--- config.mk ---
export PLATFORM = sky130hd
export DESIGN_NAME = packet_assembler_flat
export DESIGN_NICKNAME = d
export VERILOG_FILES = /design/src/rtl/packet_assembler_pkg.sv /design/src/rtl/packet_assembler_if.sv /design/src/rtl/packet_assembler_out_slot.sv /design/src/rtl/packet_assembler.sv /design/src/flat_wrapper.sv
export SDC_FILE = /design/constraint.sdc
export NUM_CORES = 1
export LEC_CHECK = 0
export BUFFER_PORTS_ARGS = -buffer_cell sky130_fd_sc_hd__buf_2
export CAP_MARGIN = 10
export CORE_MARGIN = 1.5
export CORE_UTILIZATION = 51
export CTS_CLUSTER_DIAMETER = 40
export DETAILED_ROUTE_END_ITERATION = 12
export GPL_TIMING_DRIVEN = 0
export PLACE_DENSITY = 0.75
export SETUP_SLACK_MARGIN = 0.15
export SYNTH_ARGS = -nofsm -noshare
export SYNTH_HDL_FRONTEND = slang
export SYNTH_SLANG_ARGS = --single-unit
--- constraint.sdc ---
create_clock -name clock -period 2.27 [get_ports clock]
set_input_delay 0.454 -clock clock [delete_from_list [all_inputs] [get_ports clock]]
set_output_delay 0.454 -clock clock [all_outputs]
set_load 0.05 [all_outputs]
--- src/rtl/packet_assembler_pkg.sv ---
// Shared definitions for the packet framing path.
// - Default field and drop-counter widths.
// - FSM state codes for the word assembler.
// - Packet field bundle, also used by the downstream pass-through stage.
// - Framing-error classifier used by the assembler FSM.
package packet_assembler_pkg;

  localparam int PKT_WIDTH      = 16;
  localparam int DROP_CNT_WIDTH = 8;

  // Assembler states: which word of the frame is expected next.
  localparam logic [1:0] ST_HDR  = 2'd0;
  localparam logic [1:0] ST_ADDR = 2'd1;
  localparam logic [1:0] ST_DATA = 2'd2;

  typedef struct packed {
    logic [PKT_WIDTH-1:0] header;
    logic [PKT_WIDTH-1:0] addr;
    logic [PKT_WIDTH-1:0] data;
  } packet_t;

  // A framing error is a non-sof word where a header is expected, or a
  // sof word arriving while a frame is only partially collected.
  function automatic logic framing_error(input logic [1:0] state, input logic sof);
    logic err;
    case (state)
      ST_HDR:  err = !sof;
      ST_ADDR: err = sof;
      ST_DATA: err = sof;
      default: err = 1'b0;
    endcase
    return err;
  endfunction

endpackage

--- src/rtl/packet_assembler_if.sv ---
// Bus bundle for packet_assembler.
// - io_in_*        : serial word stream (valid/ready, sof marks header word).
// - io_outPacket_* : assembled packet (valid/ready, header/addr/data).
// - io_dropCount   : saturating framing-error count.
// Modports: master = word producer / packet consumer side, slave = assembler.
interface packet_assembler_if
  import packet_assembler_pkg::*;
#(
  parameter int WIDTH     = PKT_WIDTH,
  parameter int CNT_WIDTH = DROP_CNT_WIDTH
);
  logic                 io_in_valid;
  logic                 io_in_ready;
  logic [WIDTH-1:0]     io_in_bits;
  logic                 io_in_sof;
  logic                 io_outPacket_valid;
  logic                 io_outPacket_ready;
  logic [WIDTH-1:0]     io_outPacket_header;
  logic [WIDTH-1:0]     io_outPacket_addr;
  logic [WIDTH-1:0]     io_outPacket_data;
  logic [CNT_WIDTH-1:0] io_dropCount;

  modport master (
    output io_in_valid, io_in_bits, io_in_sof, io_outPacket_ready,
    input  io_in_ready, io_outPacket_valid, io_outPacket_header,
           io_outPacket_addr, io_outPacket_data, io_dropCount
  );

  modport slave (
    input  io_in_valid, io_in_bits, io_in_sof, io_outPacket_ready,
    output io_in_ready, io_outPacket_valid, io_outPacket_header,
           io_outPacket_addr, io_outPacket_data, io_dropCount
  );
endinterface

--- src/rtl/packet_assembler_out_slot.sv ---
// packet_out_slot: one-entry valid/ready holding register for a packet.
// Ports:
// - clock, reset  : clock, asynchronous active-low reset.
// - load_i, pkt_i : write a new packet (only issued when free_o is high).
// - ready_i       : downstream accepts the held packet.
// - valid_o, pkt_o: held packet, stable while valid_o && !ready_i.
// - free_o        : slot can take a packet this cycle (empty or draining).
module packet_out_slot #(
  parameter int WIDTH = 16
) (
  input  logic               clock,
  input  logic               reset,
  input  logic               load_i,
  input  logic [3*WIDTH-1:0] pkt_i,
  input  logic               ready_i,
  output logic               valid_o,
  output logic [3*WIDTH-1:0] pkt_o,
  output logic               free_o
);
  logic               valid_q, valid_d;
  logic [3*WIDTH-1:0] pkt_q, pkt_d;

  // Next slot contents: a load wins over a drain, so load+drain keeps valid.
  always_comb begin
    valid_d = valid_q;
    pkt_d   = pkt_q;
    if (load_i) begin
      valid_d = 1'b1;
      pkt_d   = pkt_i;
    end else if (valid_q && ready_i) begin
      valid_d = 1'b0;
    end else begin
      valid_d = valid_q;
    end
  end

  // Slot registers.
  always_ff @(posedge clock or negedge reset) begin
    if (!reset) begin
      valid_q <= 1'b0;
      pkt_q   <= '0;
    end else begin
      valid_q <= valid_d;
      pkt_q   <= pkt_d;
    end
  end

  assign free_o  = !valid_q || ready_i;
  assign valid_o = valid_q;
  assign pkt_o   = pkt_q;
endmodule

--- src/rtl/packet_assembler.sv ---
// packet_assembler: collects header/addr/data words from a serial stream
// into one parallel packet.
// Ports:
// - clock, reset : clock, asynchronous active-low reset.
// - io (slave)   : word input stream, packet output, drop counter.
// Misframed words are counted (saturating) in io_dropCount. Backpressure
// from the packet output only reaches the input while the data word is due.
module packet_assembler
  import packet_assembler_pkg::*;
#(
  parameter int WIDTH     = PKT_WIDTH,
  parameter int CNT_WIDTH = DROP_CNT_WIDTH
) (
  input logic               clock,
  input logic               reset,
  packet_assembler_if.slave io
);
  logic [1:0]           state_q, state_d;
  logic [WIDTH-1:0]     hdr_q, hdr_d;
  logic [WIDTH-1:0]     addr_q, addr_d;
  logic [CNT_WIDTH-1:0] drop_q, drop_d;

  logic               in_ready_s;
  logic               accept_s;
  logic               err_s;
  logic               load_s;
  logic               slot_free_s;
  logic               slot_valid_s;
  logic [3*WIDTH-1:0] slot_pkt_s;

  // Input ready: only the data word waits for room in the output slot.
  // Ready never looks at io_in_sof, so a sof word also waits there.
  always_comb begin
    case (state_q)
      ST_HDR:  in_ready_s = 1'b1;
      ST_ADDR: in_ready_s = 1'b1;
      ST_DATA: in_ready_s = slot_free_s;
      default: in_ready_s = 1'b1;
    endcase
  end

  assign accept_s = io.io_in_valid && in_ready_s;
  assign err_s    = accept_s && framing_error(state_q, io.io_in_sof);

  // Frame FSM: a sof word always restarts the frame with itself as header.
  always_comb begin
    state_d = state_q;
    hdr_d   = hdr_q;
    addr_d  = addr_q;
    load_s  = 1'b0;
    if (accept_s) begin
      case (state_q)
        ST_HDR: begin
          if (io.io_in_sof) begin
            hdr_d   = io.io_in_bits;
            state_d = ST_ADDR;
          end else begin
            state_d = ST_HDR;
          end
        end
        ST_ADDR: begin
          if (io.io_in_sof) begin
            hdr_d   = io.io_in_bits;
            state_d = ST_ADDR;
          end else begin
            addr_d  = io.io_in_bits;
            state_d = ST_DATA;
          end
        end
        ST_DATA: begin
          if (io.io_in_sof) begin
            hdr_d   = io.io_in_bits;
            state_d = ST_ADDR;
          end else begin
            load_s  = 1'b1;
            state_d = ST_HDR;
          end
        end
        default: state_d = ST_HDR;
      endcase
    end else begin
      state_d = state_q;
    end
  end

  // Saturating framing-error counter.
  always_comb begin
    if (err_s && (drop_q != {CNT_WIDTH{1'b1}})) begin
      drop_d = drop_q + {{(CNT_WIDTH-1){1'b0}}, 1'b1};
    end else begin
      drop_d = drop_q;
    end
  end

  // FSM, shadow and counter registers.
  always_ff @(posedge clock or negedge reset) begin
    if (!reset) begin
      state_q <= ST_HDR;
      hdr_q   <= '0;
      addr_q  <= '0;
      drop_q  <= '0;
    end else begin
      state_q <= state_d;
      hdr_q   <= hdr_d;
      addr_q  <= addr_d;
      drop_q  <= drop_d;
    end
  end

  packet_out_slot #(.WIDTH(WIDTH)) u_slot (
    .clock   (clock),
    .reset   (reset),
    .load_i  (load_s),
    .pkt_i   ({hdr_q, addr_q, io.io_in_bits}),
    .ready_i (io.io_outPacket_ready),
    .valid_o (slot_valid_s),
    .pkt_o   (slot_pkt_s),
    .free_o  (slot_free_s)
  );

  assign io.io_in_ready         = in_ready_s;
  assign io.io_outPacket_valid  = slot_valid_s;
  assign io.io_outPacket_header = slot_pkt_s[3*WIDTH-1:2*WIDTH];
  assign io.io_outPacket_addr   = slot_pkt_s[2*WIDTH-1:WIDTH];
  assign io.io_outPacket_data   = slot_pkt_s[WIDTH-1:0];
  assign io.io_dropCount        = drop_q;
endmodule
--- src/flat_wrapper.sv ---
// flat-port wrapper written by rule: the top's interface ports become plain ports
module packet_assembler_flat import packet_assembler_pkg::*;
#(
  parameter int WIDTH     = PKT_WIDTH,
  parameter int CNT_WIDTH = DROP_CNT_WIDTH
)
  (clock, reset, io_io_in_valid, io_io_in_bits, io_io_in_sof, io_io_outPacket_ready, io_io_in_ready, io_io_outPacket_valid, io_io_outPacket_header, io_io_outPacket_addr, io_io_outPacket_data, io_io_dropCount);
  packet_assembler_if #(.WIDTH(WIDTH), .CNT_WIDTH(CNT_WIDTH)) io_i ();
  input logic clock;
  input logic reset;
  input wire logic [$bits(io_i.io_in_valid)-1:0] io_io_in_valid;
  input wire logic [$bits(io_i.io_in_bits)-1:0] io_io_in_bits;
  input wire logic [$bits(io_i.io_in_sof)-1:0] io_io_in_sof;
  input wire logic [$bits(io_i.io_outPacket_ready)-1:0] io_io_outPacket_ready;
  output wire logic [$bits(io_i.io_in_ready)-1:0] io_io_in_ready;
  output wire logic [$bits(io_i.io_outPacket_valid)-1:0] io_io_outPacket_valid;
  output wire logic [$bits(io_i.io_outPacket_header)-1:0] io_io_outPacket_header;
  output wire logic [$bits(io_i.io_outPacket_addr)-1:0] io_io_outPacket_addr;
  output wire logic [$bits(io_i.io_outPacket_data)-1:0] io_io_outPacket_data;
  output wire logic [$bits(io_i.io_dropCount)-1:0] io_io_dropCount;
  assign io_i.io_in_valid = io_io_in_valid;
  assign io_i.io_in_bits = io_io_in_bits;
  assign io_i.io_in_sof = io_io_in_sof;
  assign io_i.io_outPacket_ready = io_io_outPacket_ready;
  assign io_io_in_ready = io_i.io_in_ready;
  assign io_io_outPacket_valid = io_i.io_outPacket_valid;
  assign io_io_outPacket_header = io_i.io_outPacket_header;
  assign io_io_outPacket_addr = io_i.io_outPacket_addr;
  assign io_io_outPacket_data = io_i.io_outPacket_data;
  assign io_io_dropCount = io_i.io_dropCount;
  packet_assembler #(.WIDTH(WIDTH), .CNT_WIDTH(CNT_WIDTH)) u_core (.clock(clock), .reset(reset), .io(io_i));
endmodule
After elaboration in Yosys (flattened, before gate mapping)
Index checks and enable logic that the tools add are counted.

Logic and storage cells: 35. Output and inout port bits: 58. Register bits after elaboration: 91.

$add $sub $neg: 1. Muxes and demuxes: 10. Equality and inequality tests: 3. Bitwise gates (word level): 1. Reductions and logical operators: 14.

Operator list (count): 8-bit by 1-bit adder with 8-bit output (second input constant) (1); 8-bit != test (second input constant) (1); 1-bit two-way mux (7); 3-bit AND reduction (2); 1-bit logical AND (4); 2-bit case mux with 2 select lines (1); 2-bit OR reduction (2); 3-bit OR reduction (1); 2-bit by 1-bit equality test with 1-bit output (second input constant) (1); 2-bit equality test (second input constant) (1); 1-bit logical NOT (2); 2-bit logical NOT (1); 2-bit two-way mux (1); 1-bit case mux with 2 select lines (1); 2-bit nonzero test (1); 1-bit logical OR (1); 1-bit inverter (1).

Longest topological paths before layout
Depth in word-level cells: 6. Gate-level depth with buffers: 9. Gate-level depth less buffers: 6.

Modules after synthesis
A second synthesis with hierarchy kept.

Cell total of the unflattened synthesis: 231. Area total of the unflattened synthesis: 3684.8 um2.

By module, submodules not included: packet_out_slot (times used 1, cells each 104, sequential area each 1226.2 um2, area an instance 1858.0 um2); packet_assembler (times used 1, cells each 127, sequential area each 1051.0 um2, area an instance 1826.8 um2).

Worst setup path after synthesis
Ideal clock, no wire load.

Path kind: reg-to-reg. Start: reg u_core.u_slot.valid_q (netlist: u_core.u_slot.valid_o). End: reg u_core.u_slot.pkt_q[10] (netlist: u_core.u_slot.pkt_o[10]). Buffers on the path: 3. Data arrival time: 2100 ps. Stages on the path, launching flop included: 8. Required time: 2145 ps. Setup time: 125 ps. Path slack: 45 ps. Cell sequence: dfrtp_1 nand3b_2 and2_1 buf_6 nand3b_4 buf_6 buf_12 mux2_4.

Longest elaborated chain between the ends: 5.

Ends and longest elaborated chain: from (decl) (line packet_assembler_out_slot.sv:20) `logic valid_q, valid_d;`; from (signal assigned) (line packet_assembler_out_slot.sv:43) `valid_q <= valid_d;`; 1-bit logical NOT (line packet_assembler_out_slot.sv:48) `assign free_o = !valid_q || ready_i;`; 1-bit logical OR (line packet_assembler_out_slot.sv:48); 1-bit two-way mux (line packet_assembler.sv:34) `case (state_q)`; net io_io_in_ready (line flat_wrapper.sv:15) `output wire logic [$bits(io_i.io_in_ready)-1:0] io_io_in_ready;`; 1-bit logical AND (line packet_assembler.sv:42) `assign accept_s = io.io_in_valid && in_ready_s;`; 1-bit two-way mux (line packet_assembler.sv:51) `if (accept_s) begin`; to (signal assigned) (line packet_assembler_out_slot.sv:44) `pkt_q <= pkt_d;`; to (decl) (line packet_assembler_out_slot.sv:21) `logic [3*WIDTH-1:0] pkt_q, pkt_d;`.

The timed path passes the listed nets, and every way through them passes these cells. A chain may end at the register's enable or synchronous reset.

Worst setup path in the final report
Start: reg u_core.state_q[0]. End: reg u_core.u_slot.pkt_q[9] (netlist: u_core.u_slot.pkt_o[9]).

Longest elaborated chain between the ends: 4.

Ends and longest elaborated chain: from (decl) (line packet_assembler.sv:18) `logic [1:0] state_q, state_d;`; from (signal assigned) (line packet_assembler.sv:103) `state_q <= state_d;`; 2-bit equality test * (line packet_assembler.sv:34, packet_assembler.sv:52); 1-bit two-way mux (line packet_assembler.sv:34); 1-bit logical AND (line packet_assembler.sv:42); 1-bit two-way mux * (line packet_assembler.sv:51).

Every way passes the cells marked *; elsewhere a longest branch is shown, timed or not.

==> run metrics <==
status=finished, final reports clean; Netlist cell types=26; global-route wire length before repair=10600 um; IO Port Bufs=78; Mapped Cells=223; antenna diode instance count=0; vias in the first global route=2204; # clock sinks=91; Mapped Area=3670 um^2; pin count of the biggest net entering global routing=50; DP Wirelength=4600 um; FF-to-FF setup slack=0.27 ns; Max-slew headroom=0.625; Seq cells post-synth=91; Yosys top cell by area=dfrtp_1; Cell Rows=30; Worst setup SP type=register; sequential power share=0.389; initial DRC count=56; Slew Limit Fails=0; Peak VDD IR=0.928 mV; layout cells sized above 1=0.601; crit path max fanout=10; smallest hold slack=0.0928 ns; final instance area=4440 um^2; Seq/Total Area, Yosys=0.620; combinational power share=0.457; gr ovfl total=0; leakage=2.27 nW; Die W=87.9 um; clock transition at the registers of the reported paths=0.09 ns; Total Power=6.77 mW; drt wl/cell=15.7 um; Tcrit/Tclk final=0.882; post-route setup TNS=0 ns; largest cells by area after synthesis=dfrtp_1, mux2_2, mux2_4; top cell type's share of synthesized area=0.620; Final Hold Viols=0; drt pass-1 iters=4; TritonCTS buffer count=9; Core Region=6870 um^2; RSZ-0062 raised after global routing=no; worst hold path type=in -> async; Worst R2R End=u_core.u_slot.pkt_o[9]; Avg Inst Size Synth=16.5 um^2; clock skew=0.00803 ns; dpl cell area=4220 um^2; Slew @ Worst Pin=0.563 ns; Worst Setup End Kind=register; GP Congestion=0.704; vias per cell=5.12; Total Routed Length=6500 um; IO Pins=79; pwr dens=1530 nW/um^2; internal cell power=3.71 mW; kind of critical path=reg -> reg; CTS root buf=clkbuf_8; drt drc=0; crit path DAT=2.24 ns; Clk pwr share=0.154; vias=2120; Die Span Y=87.9 um; full die area=7720 um^2; post-route ant nets=0; fill count=558; Starting Density=0.535; cells on worst reg2reg path=9; Switching Fraction=0.452; critical path data required time=2.51 ns; f_max=500 MHz; syn_nets=250; Clk Latency, worst-skew pair=0.34 ns; final setup violation count=0; Worst R2R Start=u_core.state_q[0]; GR Util All Layers=0.184; sw power=3.06 mW; hold buffers post-CTS=0; initial antenna violation count=0; Area Growth Syn to Fin=20.8%; Synth Warn #=0; CTS HTree Levels=3; nets@finish=340; Max clock buf depth=2; CTS tree=built; Final Critical Period=2.00 ns; maximum capacitance violations=0
power by group through the flow:
stage / Sequential (mW) / Clock [mW] / Combinational [mW]
floorplan: 4.19 / 0 / 0.839
global placement: 2.63 / 0 / 3.05
detailed placement: 2.67 / 0 / 3.11
CTS: 2.64 / 1.08 / 3.12
global route: 2.73 / 1.14 / 3.25
finish: 2.63 / 1.04 / 3.09
final cells by class:
type	instances	area [um^2]	area share
Tap cell	96	120	0.0271
Buffer	9	95.1	0.0214
Multi-Input combinational cell	119	1310	0.295
Clock inverter	5	45.0	0.0102
Sequential cell	91	2280	0.514
Timing Repair Buffer	79	420	0.0948
Inverter	4	15.0	0.00339
Clock buffer	11	151	0.0341
repair_timing:
| item | in CTS | in global routing |
|---|---|---|
| setup buffers | 0 | 0 |
| endpoints found under the setup margin | 0 | 54 |
| resized for setup | 0 | 3 |
cells in the mapped netlist:
cell      count
a21oi_1       5
a31oi_1       4
a41oi_1       1
and2_1        1
and3_1        4
buf_12        1
buf_4         5
buf_6         3
dfrtp_1      91
ha_1          6
inv_1         4
mux2_1        3
mux2_2       70
mux2_4       10
mux2i_1       1
nand2_1       2
nand3_1       1
nand3b_2      1
nand3b_4      3
nand4_1       1
nor3b_1       1
o21a_4        1
o21ai_0       1
o22ai_1       1
o311ai_0      1
xor2_1        1
critical path: stages (launching register included):
cell	delay, ns
dfrtp_1	0.43
inv_1	0.16
ha_4	0.20
nand3b_4	0.08
and2_1	0.16
buf_6	0.14
nand3b_4	0.09
buf_6	0.17
buf_12	0.17
mux2_4	0.31
metrics by stage:
step | util | worst slack (ns) | cells
finish | 0.646 | 0.268 | 414
floorplan | - | 0.177 | 223
global route | 0.646 | 0.170 | 414
CTS | 0.643 | 0.161 | 414
detailed placement | 0.615 | 0.171 | 398
global placement | 0.610 | -0.204 | 397
sequential cells by signal, indices dropped and copies added (netlist names):
register	cells
u_core.u_slot.valid_o	1
u_core.u_slot.pkt_o	48
u_core.io.io_dropCount	8
u_core.hdr_q	16
u_core.addr_q	16
u_core.state_q	2
per-layer routing:
layer | track usage | vias up | part of all wire
li1 | - | 974 | -
met1 | 0.228 | 1083 | 0.43
met2 | 0.312 | 56 | 0.51
met3 | 0.0650 | 7 | 0.051
met4 | 0.0433 | 0 | 0.012
met5 | 0 | - | 0
how the worst max path moves through the flow:
stage                                 start                       to  slack [ns]  depth (start not counted)
after floorplan           u_core.state_q[0]  u_core.u_slot.pkt_o[10]        0.18                          9
after global placement                reset    u_core.u_slot.valid_o       -0.20                          1
after detailed placement  u_core.state_q[0]   u_core.u_slot.pkt_o[9]        0.17                          9
after CTS                 u_core.state_q[0]        u_core.addr_q[13]        0.16                          8
after global routing      u_core.state_q[0]  u_core.u_slot.pkt_o[13]        0.17                          9
final                     u_core.state_q[0]   u_core.u_slot.pkt_o[9]        0.27                          9
kinds of logic after synthesis:
family | Yosys count | share of synthesized area
buffers and inverters | 13 | 0.0290
DFF | 91 | 0.620
xor gates and xnor gates | 1 | 0.00239
AOI/OAI and AO/OA | 14 | 0.0256
muxes | 84 | 0.267
and+or+nand+nor | 14 | 0.0351
adders and majority gates | 6 | 0.0204
cell usage in the layout, fill, tap and decap left out, types with 2 or more instances in the layout:
master	n
nand3b_4	4
ha_1	5
mux2_2	70
a31oi_1	4
dfrtp_1	90
a21oi_1	5
mux2_1	3
mux2_4	10
inv_1	4
buf_4	5
and3_1	4
buf_6	4
clkbuf_8	11
buf_2	77
nand2_1	2
clkinv_4	2
Power figures use the tool's default switching activity.
